**src/rtl/qam_mod_core_if.sv**
```systemverilog
// rtl/qam_mod_core_if.sv - symbol-in / passband-sample-out bundle for qam_mod_core
interface qam_mod_core_if #(
    parameter int PHASE_W = 16,
    parameter int DATA_W  = 12
);
    logic [1:0]               mode;
    logic [PHASE_W-1:0]       fcw;
    logic                     din_valid;
    logic [5:0]               din;
    logic                     din_ready;
    logic                     qam_valid;
    logic signed [DATA_W-1:0] qam_out;
    logic                     sym_start;

    modport master (
        output mode, fcw, din_valid, din,
        input  din_ready, qam_valid, qam_out, sym_start
    );

    modport slave (
        input  mode, fcw, din_valid, din,
        output din_ready, qam_valid, qam_out, sym_start
    );
endinterface

```
**src/rtl/qam_mod_core.sv**
```systemverilog
// rtl/qam_mod_core.sv - QPSK/16/64-QAM Gray mapper with NCO upconversion; QAM_PHASE_SYNC_EN zeroes phase at burst start
module qam_mod_core #(
    parameter int CAR_W   = 8,
    parameter int LUT_AW  = 6,
    parameter int PHASE_W = 16,
    parameter int SPS     = 16,
    parameter int DATA_W  = 12
) (
    input  logic          axi_clk,
    input  logic          axi_rst,
    qam_mod_core_if.slave bus
);
    localparam int LUT_DEPTH = 1 << LUT_AW;
    localparam int PROD_W    = CAR_W + 4;
    localparam int DIFF_W    = PROD_W + 1;
    localparam int CNT_W     = $clog2(SPS);
    localparam logic [CNT_W-1:0] CNT_LAST = CNT_W'(SPS - 1);

    if (DATA_W < CAR_W + 4) begin : g_bad_data_w
        $error("DATA_W must be at least CAR_W+4");
    end
    if (PHASE_W <= LUT_AW) begin : g_bad_phase_w
        $error("PHASE_W must exceed LUT_AW");
    end
    if (SPS < 2) begin : g_bad_sps
        $error("SPS must be at least 2");
    end

    // Table contents are elaboration constants; the series avoids relying on $sin support in synthesis.
    function automatic logic signed [CAR_W-1:0] lut_entry(input int k, input logic want_cos);
        real x, term, acc, amp, v;
        int  r;
        x = 6.283185307179586 * $itor(k) / $itor(LUT_DEPTH);
        if (x > 3.141592653589793) x = x - 6.283185307179586;
        amp  = $itor((1 << (CAR_W - 1)) - 1);
        term = want_cos ? 1.0 : x;
        acc  = term;
        for (int n = 1; n < 16; n++) begin
            if (want_cos) term = -term * x * x / $itor((2 * n - 1) * (2 * n));
            else          term = -term * x * x / $itor((2 * n) * (2 * n + 1));
            acc = acc + term;
        end
        v = amp * acc;
        r = (v >= 0.0) ? $rtoi(v + 0.5) : -$rtoi(0.5 - v);
        return r[CAR_W-1:0];
    endfunction

    function automatic logic signed [3:0] level_qpsk(input logic g);
        return {~g, ~g, ~g, 1'b1};
    endfunction

    function automatic logic signed [3:0] level_16(input logic [1:0] g);
        return {~g[1], ~g[1], g[1] ^ g[0], 1'b1};
    endfunction

    // Gray-decode to binary b, then level = 2b - 7 written as an MSB flip.
    function automatic logic signed [3:0] level_64(input logic [2:0] g);
        logic [2:0] b;
        b[2] = g[2];
        b[1] = g[2] ^ g[1];
        b[0] = g[2] ^ g[1] ^ g[0];
        return {~b[2], b[1], b[0], 1'b1};
    endfunction

    typedef enum logic {IDLE, RUN} state_t;

    state_t                   state, state_next;
    logic [CNT_W-1:0]         cnt, cnt_next;
    logic                     ready_c;
    logic                     accept, burst_start;
    logic [PHASE_W-1:0]       phase, phase_eff;
    logic [LUT_AW-1:0]        lut_addr;
    logic signed [CAR_W-1:0]  sin_tab [LUT_DEPTH];
    logic signed [CAR_W-1:0]  cos_tab [LUT_DEPTH];
    logic signed [CAR_W-1:0]  sin_r, cos_r;
    logic signed [3:0]        lvl_i, lvl_q, i_r, q_r;
    logic signed [PROD_W-1:0] prod_i, prod_q;
    logic signed [DIFF_W-1:0] diff;
    logic                     valid_r, start_r;
    logic signed [DATA_W-1:0] out_r;

    for (genvar k = 0; k < LUT_DEPTH; k++) begin : g_lut
        assign sin_tab[k] = lut_entry(k, 1'b0);
        assign cos_tab[k] = lut_entry(k, 1'b1);
    end

    always_comb begin
        lvl_i = '0;
        lvl_q = '0;
        case (bus.mode)
            2'b00: begin
                lvl_i = level_qpsk(bus.din[1]);
                lvl_q = level_qpsk(bus.din[0]);
            end
            2'b10: begin
                lvl_i = level_64(bus.din[5:3]);
                lvl_q = level_64(bus.din[2:0]);
            end
            default: begin
                lvl_i = level_16(bus.din[3:2]);
                lvl_q = level_16(bus.din[1:0]);
            end
        endcase
    end

    always_comb begin
        state_next = state;
        cnt_next   = cnt;
        ready_c    = 1'b0;
        case (state)
            IDLE: begin
                ready_c = 1'b1;
                if (bus.din_valid) begin
                    state_next = RUN;
                    cnt_next   = '0;
                end
            end
            RUN: begin
                cnt_next = cnt + 1'b1;
                if (cnt == CNT_LAST) begin
                    ready_c  = 1'b1;
                    cnt_next = '0;
                    if (!bus.din_valid) state_next = IDLE;
                end
            end
            default: state_next = IDLE;
        endcase
    end

    assign accept      = bus.din_valid & ready_c;
    assign burst_start = accept & (state == IDLE);

`ifdef QAM_PHASE_SYNC_EN
    assign phase_eff = burst_start ? '0 : phase;
`else
    assign phase_eff = phase;
`endif

    assign lut_addr = phase_eff[PHASE_W-1 -: LUT_AW];

    always_ff @(posedge axi_clk or posedge axi_rst) begin
        if (axi_rst) begin
            state <= IDLE;
            cnt   <= '0;
            phase <= '0;
            sin_r <= '0;
            cos_r <= '0;
            i_r   <= '0;
            q_r   <= '0;
        end else begin
            state <= state_next;
            cnt   <= cnt_next;
            phase <= phase_eff + bus.fcw;
            sin_r <= sin_tab[lut_addr];
            cos_r <= cos_tab[lut_addr];
            if (accept) begin
                i_r <= lvl_i;
                q_r <= lvl_q;
            end
        end
    end

    assign prod_i = PROD_W'(i_r) * PROD_W'(cos_r);
    assign prod_q = PROD_W'(q_r) * PROD_W'(sin_r);
    assign diff   = DIFF_W'(prod_i) - DIFF_W'(prod_q);

    // RUN state doubles as the stage-1 valid: its cycles line up with the registered symbol samples.
    always_ff @(posedge axi_clk or posedge axi_rst) begin
        if (axi_rst) begin
            valid_r <= 1'b0;
            start_r <= 1'b0;
            out_r   <= '0;
        end else begin
            valid_r <= (state == RUN);
            start_r <= (state == RUN) && (cnt == '0);
            out_r   <= (state == RUN) ? DATA_W'(diff) : '0;
        end
    end

    assign bus.din_ready = ready_c;
    assign bus.qam_valid = valid_r;
    assign bus.sym_start = start_r;
    assign bus.qam_out   = out_r;
endmodule

```
**src/flat_wrapper.sv**
```systemverilog
// flat-port wrapper written by rule: the top's interface ports become plain ports
module qam_mod_core_flat 
#(
    parameter int CAR_W   = 8,
    parameter int LUT_AW  = 6,
    parameter int PHASE_W = 16,
    parameter int SPS     = 16,
    parameter int DATA_W  = 12
)
  (axi_clk, axi_rst, bus_mode, bus_fcw, bus_din_valid, bus_din, bus_din_ready, bus_qam_valid, bus_qam_out, bus_sym_start);
  qam_mod_core_if #(.PHASE_W(PHASE_W), .DATA_W(DATA_W)) bus_i ();
  input  logic axi_clk;
  input  logic axi_rst;
  input wire logic [$bits(bus_i.mode)-1:0] bus_mode;
  input wire logic [$bits(bus_i.fcw)-1:0] bus_fcw;
  input wire logic [$bits(bus_i.din_valid)-1:0] bus_din_valid;
  input wire logic [$bits(bus_i.din)-1:0] bus_din;
  output wire logic [$bits(bus_i.din_ready)-1:0] bus_din_ready;
  output wire logic [$bits(bus_i.qam_valid)-1:0] bus_qam_valid;
  output wire logic [$bits(bus_i.qam_out)-1:0] bus_qam_out;
  output wire logic [$bits(bus_i.sym_start)-1:0] bus_sym_start;
  assign bus_i.mode = bus_mode;
  assign bus_i.fcw = bus_fcw;
  assign bus_i.din_valid = bus_din_valid;
  assign bus_i.din = bus_din;
  assign bus_din_ready = bus_i.din_ready;
  assign bus_qam_valid = bus_i.qam_valid;
  assign bus_qam_out = bus_i.qam_out;
  assign bus_sym_start = bus_i.sym_start;
  qam_mod_core #(.CAR_W(CAR_W), .LUT_AW(LUT_AW), .PHASE_W(PHASE_W), .SPS(SPS), .DATA_W(DATA_W)) u_core (.axi_clk(axi_clk), .axi_rst(axi_rst), .bus(bus_i));
endmodule
```
**config.mk**
```make
export PLATFORM = sky130hd
export DESIGN_NAME = qam_mod_core_flat
export DESIGN_NICKNAME = d
export VERILOG_FILES = /design/src/rtl/qam_mod_core_if.sv /design/src/rtl/qam_mod_core.sv /design/src/flat_wrapper.sv
export SDC_FILE = /design/constraint.sdc
export NUM_CORES = 1
export LEC_CHECK = 0
export CELL_PAD_IN_SITES_DETAIL_PLACEMENT = 0
export CELL_PAD_IN_SITES_GLOBAL_PLACEMENT = 1
export CORE_ASPECT_RATIO = 1.25
export CORE_MARGIN = 2
export CORE_UTILIZATION = 50
export CTS_CLUSTER_SIZE = 25
export DETAILED_ROUTE_END_ITERATION = 8
export PLACE_DENSITY_LB_ADDON = 0.1
export SYNTH_ARGS = -nofsm -noshare
export SYNTH_HDL_FRONTEND = slang
export SYNTH_SLANG_ARGS = --single-unit
```
**constraint.sdc**
```tcl
create_clock -name axi_clk -period 10.8 [get_ports axi_clk]
set_input_delay 3.24 -clock axi_clk [delete_from_list [all_inputs] [get_ports axi_clk]]
set_output_delay 3.24 -clock axi_clk [all_outputs]
set_load 0.01 [all_outputs]
```
* Word-level counts from Yosys, hierarchy flattened
Memory sizes are Yosys's and may differ from the RTL's. A register that Yosys moved wholly into a read port is not among the register bits. Index checks and enable logic that the tools add are counted.
Word-level totals: register bits 43, memory bits (read-only) 1024, input bits 27, memories kept 2
Memory list:
- (no name shown) | words 64, width 8, rd ports 1, clocked after Yosys merged registers in 1, write ports 0, line qam_mod_core.sv:155 | cos_r <= cos_tab[lut_addr];
- (no name shown) | words 64, width 8, rd ports 1, clocked after Yosys merged registers in 1, write ports 0, line qam_mod_core.sv:154 | sin_r <= sin_tab[lut_addr];
Cells by class: $add $sub $neg 3, multipliers 2, equality and inequality tests 3, mux-type cells 11, bitwise operators 14, reduce and logical (&&, ||, !) cells 3
Operators with widths (number):
- $mul 4x8->12 | 2
- $pmux 4 s2 | 3
- $add 16x16->16 | 1
- $mux 12 | 1
- $sub 12x12->12 | 1
- $mux 4 | 2
- $not 6->7 | 1
- $not 1->1 | 6
- $xor 1x1->1 | 6
- $add 4x1->4 const B | 1
- $eq 4x4->1 const B | 1
- $logic_not 4->1 | 1
- $pmux 1 s2 | 2
- $mux 1 | 3
- $eq 2x2->1 const B | 1
- $logic_not 2->1 | 1
- $ne 2x2->1 const B | 1
- $and 1x1->1 | 1
- $logic_and 1x1->1 | 1

* Depth between registers and ports, before layout
depth in word-level cells 4, gate-level depth with buffers 19

* Least setup slack after synthesis
OpenSTA, ideal clock, no wires.
path type input port to flip-flop, start point input bus_fcw[0], end point register u_core.phase[12], arrival 4.663 ns, required time 10.676 ns, path slack 6.013 ns, cell stages on the path 9, buffers on the path 0, cells stage by stage ha_1 > inv_1 > fa_1 > nor2b_1 > o2111ai_1 > a21oi_1 > o2111ai_1 > nor2b_1 > xnor2_1
On the way: longest elaborated chain between the ends 1
RTL lines:
- from (decl) | line flat_wrapper.sv:15 | input wire logic [$bits(bus_i.fcw)-1:0] bus_fcw;
- $add 16x16->16 | line qam_mod_core.sv:153 | phase <= phase_eff + bus.fcw;
- to (signal assigned) | line qam_mod_core.sv:153
- to (decl) | line qam_mod_core.sv:71 | logic [PHASE_W-1:0] phase, phase_eff;
Every way passes these cells. A chain may end at the register's enable or synchronous reset.

* Final worst setup path
start point input bus_fcw[0], end point register u_core.phase[14]
The elaborated chain is that of the path after synthesis.

==> summary.md <==
| Metric | Value |
|---|---|
| Outcome | `completed` |
| Critical Path Source Type | `input port` |
| Routed vias | `4256` |
| Worst hold path class | `reg -> reg` |
| Synth async-reset ratio | `100%` |
| Cells along the critical path | `clkdlybuf4s50_1 > ha_1 > inv_1 > fa_1 > nor2b_1 > o2111ai_1 > a21oi_1 > o2111ai_1 > a21oi_1 > xor2_1` |
| Synth area leaders | `dfrtp_1 25%, fa_1 18%, ha_1 12%` |
| Vias per Instance | `5.41` |
| Final WS setup | `about 5700 ps` |
| CTS root buf | `clkbuf_16` |
| Initial antenna violation count | `0` |
| Fmax | `a little under 200 MHz` |
| Syn avg cell area | `a little over 9 sq um` |
| Measured slew at the worst slew-check pin | `roughly 990 ps` |
| Critical path's largest stage delay | `roughly 460 ps` |
| HPWL after DPL | `9.21 mm` |
| Clock sinks | `58` |
| Post-synthesis simple-gate area fraction | `15.3%` |
| Area growth, synth to finish | `14.5%` |
| Inserted Diodes | `0` |
| Final nets | `780` |
| # rows | `43` |
| Final setup viols | `0` |
| CTS Buffer Depth | `2` |
| Mapped Cells | `614` |
| Worst Hold Path Cells | `1` |
| Io pins | `42` |
| TritonCTS clock tree | `built` |
| Drt drc | `0` |
| Final core utilization | `58.9%` |
| Final hold slack | `471 ps` |
| Routed Wire Length | `11.5 mm` |
| Post-CTS Setup Bufs | `0` |
| Pre-antenna DRT Iters | `4` |
| Wirelength per Cell | `14.6 um` |
| Number of synthesized flops with an enable pin | `0` |
| Post-route clock period utilization | `a little under half` |
| Die area | `12300 sq um` |
| Largest family of logic cells by synthesized area | `adder cells` |
| Worst-path maximum fanout | `3` |
| I/O Buffers | `41` |
| # H-tree levels | `3` |
| Adder-Cell Fraction of Synth Area | `29.9%` |
| First-pass GRT wire length | `20.1 mm` |
| Sequential share of the synthesized area | `between 20% and 30%` |
| Post-CTS Hold Buffers | `0` |
| Synth Area in XOR/XNOR | `5.23%` |
| R2r setup slk | `5890 ps` |
| Layout cells sized above 1 | `roughly 6%` |
| Total of max-cap violations | `0` |
| Final Hold Fails | `0` |
| FF-to-FF path depth | `18` |
| Clock Latency Late Sink | `330 ps` |
| Placer Congestion | `0.855` |
| Setup TNS | `0 ps` |
| Pre-CTS setup slack | `5370 ps` |
| Largest area contributor in the netlist | `dfrtp_1` |
| Final clock skew | `9.87 ps` |
| Distinct cells, synth | `between 50 and 60` |
| CTS buffer count | `9` |
| YS warnings | `0` |
| Max-slew headroom | `34.0%` |
| Die Span X | `99.5 um` |
| Vias in the first global route | `4334` |
| Initial detailed-routing violation count | `123` |
| Placeable Area | `11100 sq um` |
| Initial Utilization | `51.4%` |
| RSZ-0062 raised after global routing | `no` |
| Cell family with most CP delay | `compound AO/OA/AOI/OAI gates` |
| Slowest-stage cell, CP | `clkdlybuf4s50_1` |
| WP data arrival | `5340 ps` |
| Top FF cell, synth | `dfrtp_1` |
| Final Slew Violations | `0` |
| Worst Path Required | `~11000 ps` |
| Critical path depth in cells | `10` |
| Post-Syn Area | `approximately 5700 sq um` |
| Crit path capture type | `register` |
| WP buf/inv | `2` |
| Synth top area share | `25.5%` |
| Synthesized flop and latch total | `58` |
| Antenna-violating nets left | `0` |
| Synth Area in Compound Gates | `13.4%` |
| Clock slew at reported path FFs | `60 ps` |
| Multiplexer share of the synthesized area | `under 10%` |
| Setup CP Type | `in -> reg` |
| Post-cts resize count | `0` |
| GRT Residual Overflow | `0` |
| GRT Total Usage | `20.5%` |
| Synthesized net count | `747` |
| Largest net degree at the start of global routing | `59` |
| Die Y | `about 120 um` |
| Tmin final | `5080 ps` |
## cell usage after synthesis (6+ instances only)
cell type	count
ha_1	56
dfrtp_1	58
nor3_1	6
o21ai_0	24
xnor2_1	20
inv_1	74
fa_1	50
xor2_1	14
mux4_2	8
nand3_1	7
nand2_1	65
clkbuf_1	16
nand2b_1	6
and2_1	27
a21oi_1	33
nor2b_1	13
nor2_1	46
o21ai_1	10
## path summary, 6_finish.rpt
path	start	endpoint
min in group asynchronous	axi_rst	u_core.phase[9]
max in group asynchronous	axi_rst	u_core.q_r[3]
hold reg to reg	u_core.phase[0]	u_core.phase[0]
setup reg to reg	u_core.q_r[0]	u_core.bus.qam_out[10]
hold / removal	u_core.phase[0]	u_core.phase[0]
setup / recovery	bus_fcw[0]	u_core.phase[14]
## cell usage in the layout (no fill, tap or decap), types with 5 or more instances in the layout
cell,netlist,final
a21oi_1,33,33
nand2_1,65,65
clkdlybuf4s50_1,0,41
nor2b_1,13,13
nor3_1,6,6
xor2_1,14,14
inv_1,74,73
mux4_2,8,8
xnor2_1,20,20
and2_1,27,27
nand3_1,7,7
mux2i_1,5,5
ha_1,56,56
fa_1,50,50
nand2b_1,6,6
o21ai_0,24,24
nor2_1,46,46
clkbuf_16,0,9
dfrtp_1,58,58
o21ai_1,10,10
a21o_1,5,5
o31ai_1,5,5
## stage by stage
stage	instance area [sq um]	cells
after floorplan	5700	614
after global placement	6200	771
after detailed placement	6200	771
after CTS	6520	787
after global routing	6520	787
final	6520	787
## state kept, by name, indices dropped and copies added, names as in the netlist
name and flops:
u_core.sin_r 8, u_core.state 1, u_core.phase 16, u_core.bus.qam_valid 1, u_core.bus.sym_start 1, u_core.bus.qam_out 12, u_core.cos_r 8, u_core.i_r 3
u_core.q_r 4, u_core.cnt 4
## metal layers
layer / share of wire, % / GRT usage [%] / vias to the layer above
li1: - / - / 2113
met1: 45 / 26.9 / 2070
met2: 51 / 34.8 / 60
met3: 2.4 / 3.67 / 13
met4: 1.3 / 6.16 / 0
met5: 0 / 0 / -
## cells by family (layout without fill, tap and decap cells)
| group | Yosys count | count (layout) |
|---|---|---|
| AOI/OAI and AO/OA | 120 | 120 |
| xor gates and xnor gates | 34 | 34 |
| adders and majority gates | 106 | 106 |
| buffers and inverters | 99 | 137 |
| DFF | 58 | 58 |
| muxes | 13 | 13 |
| and+or+nand+nor | 184 | 184 |
## cell type report
cell class | count | area, sq um
fillers | 996 | 4560
clock buffers | 9 | 225
well taps | 135 | 169
multi-input cells | 457 | 3860
inverters | 79 | 297
flip-flops and latches | 58 | 1450
clock inverters | 7 | 101
repair buffers | 42 | 418
## worst register-to-register path, delay by kind of cell, from the launching register on
family                     cells  cell delay (ps)
xor gates and xnor gates       1              160
DFF                            1              670
adders and majority gates      6             2650
and+or+nand+nor                4              760
buffers and inverters          5              230
AOI/OAI and AO/OA              2              320
Power is not shown: default switching activity piles up to over one toggle a cycle in this logic, so the estimate is an artifact.
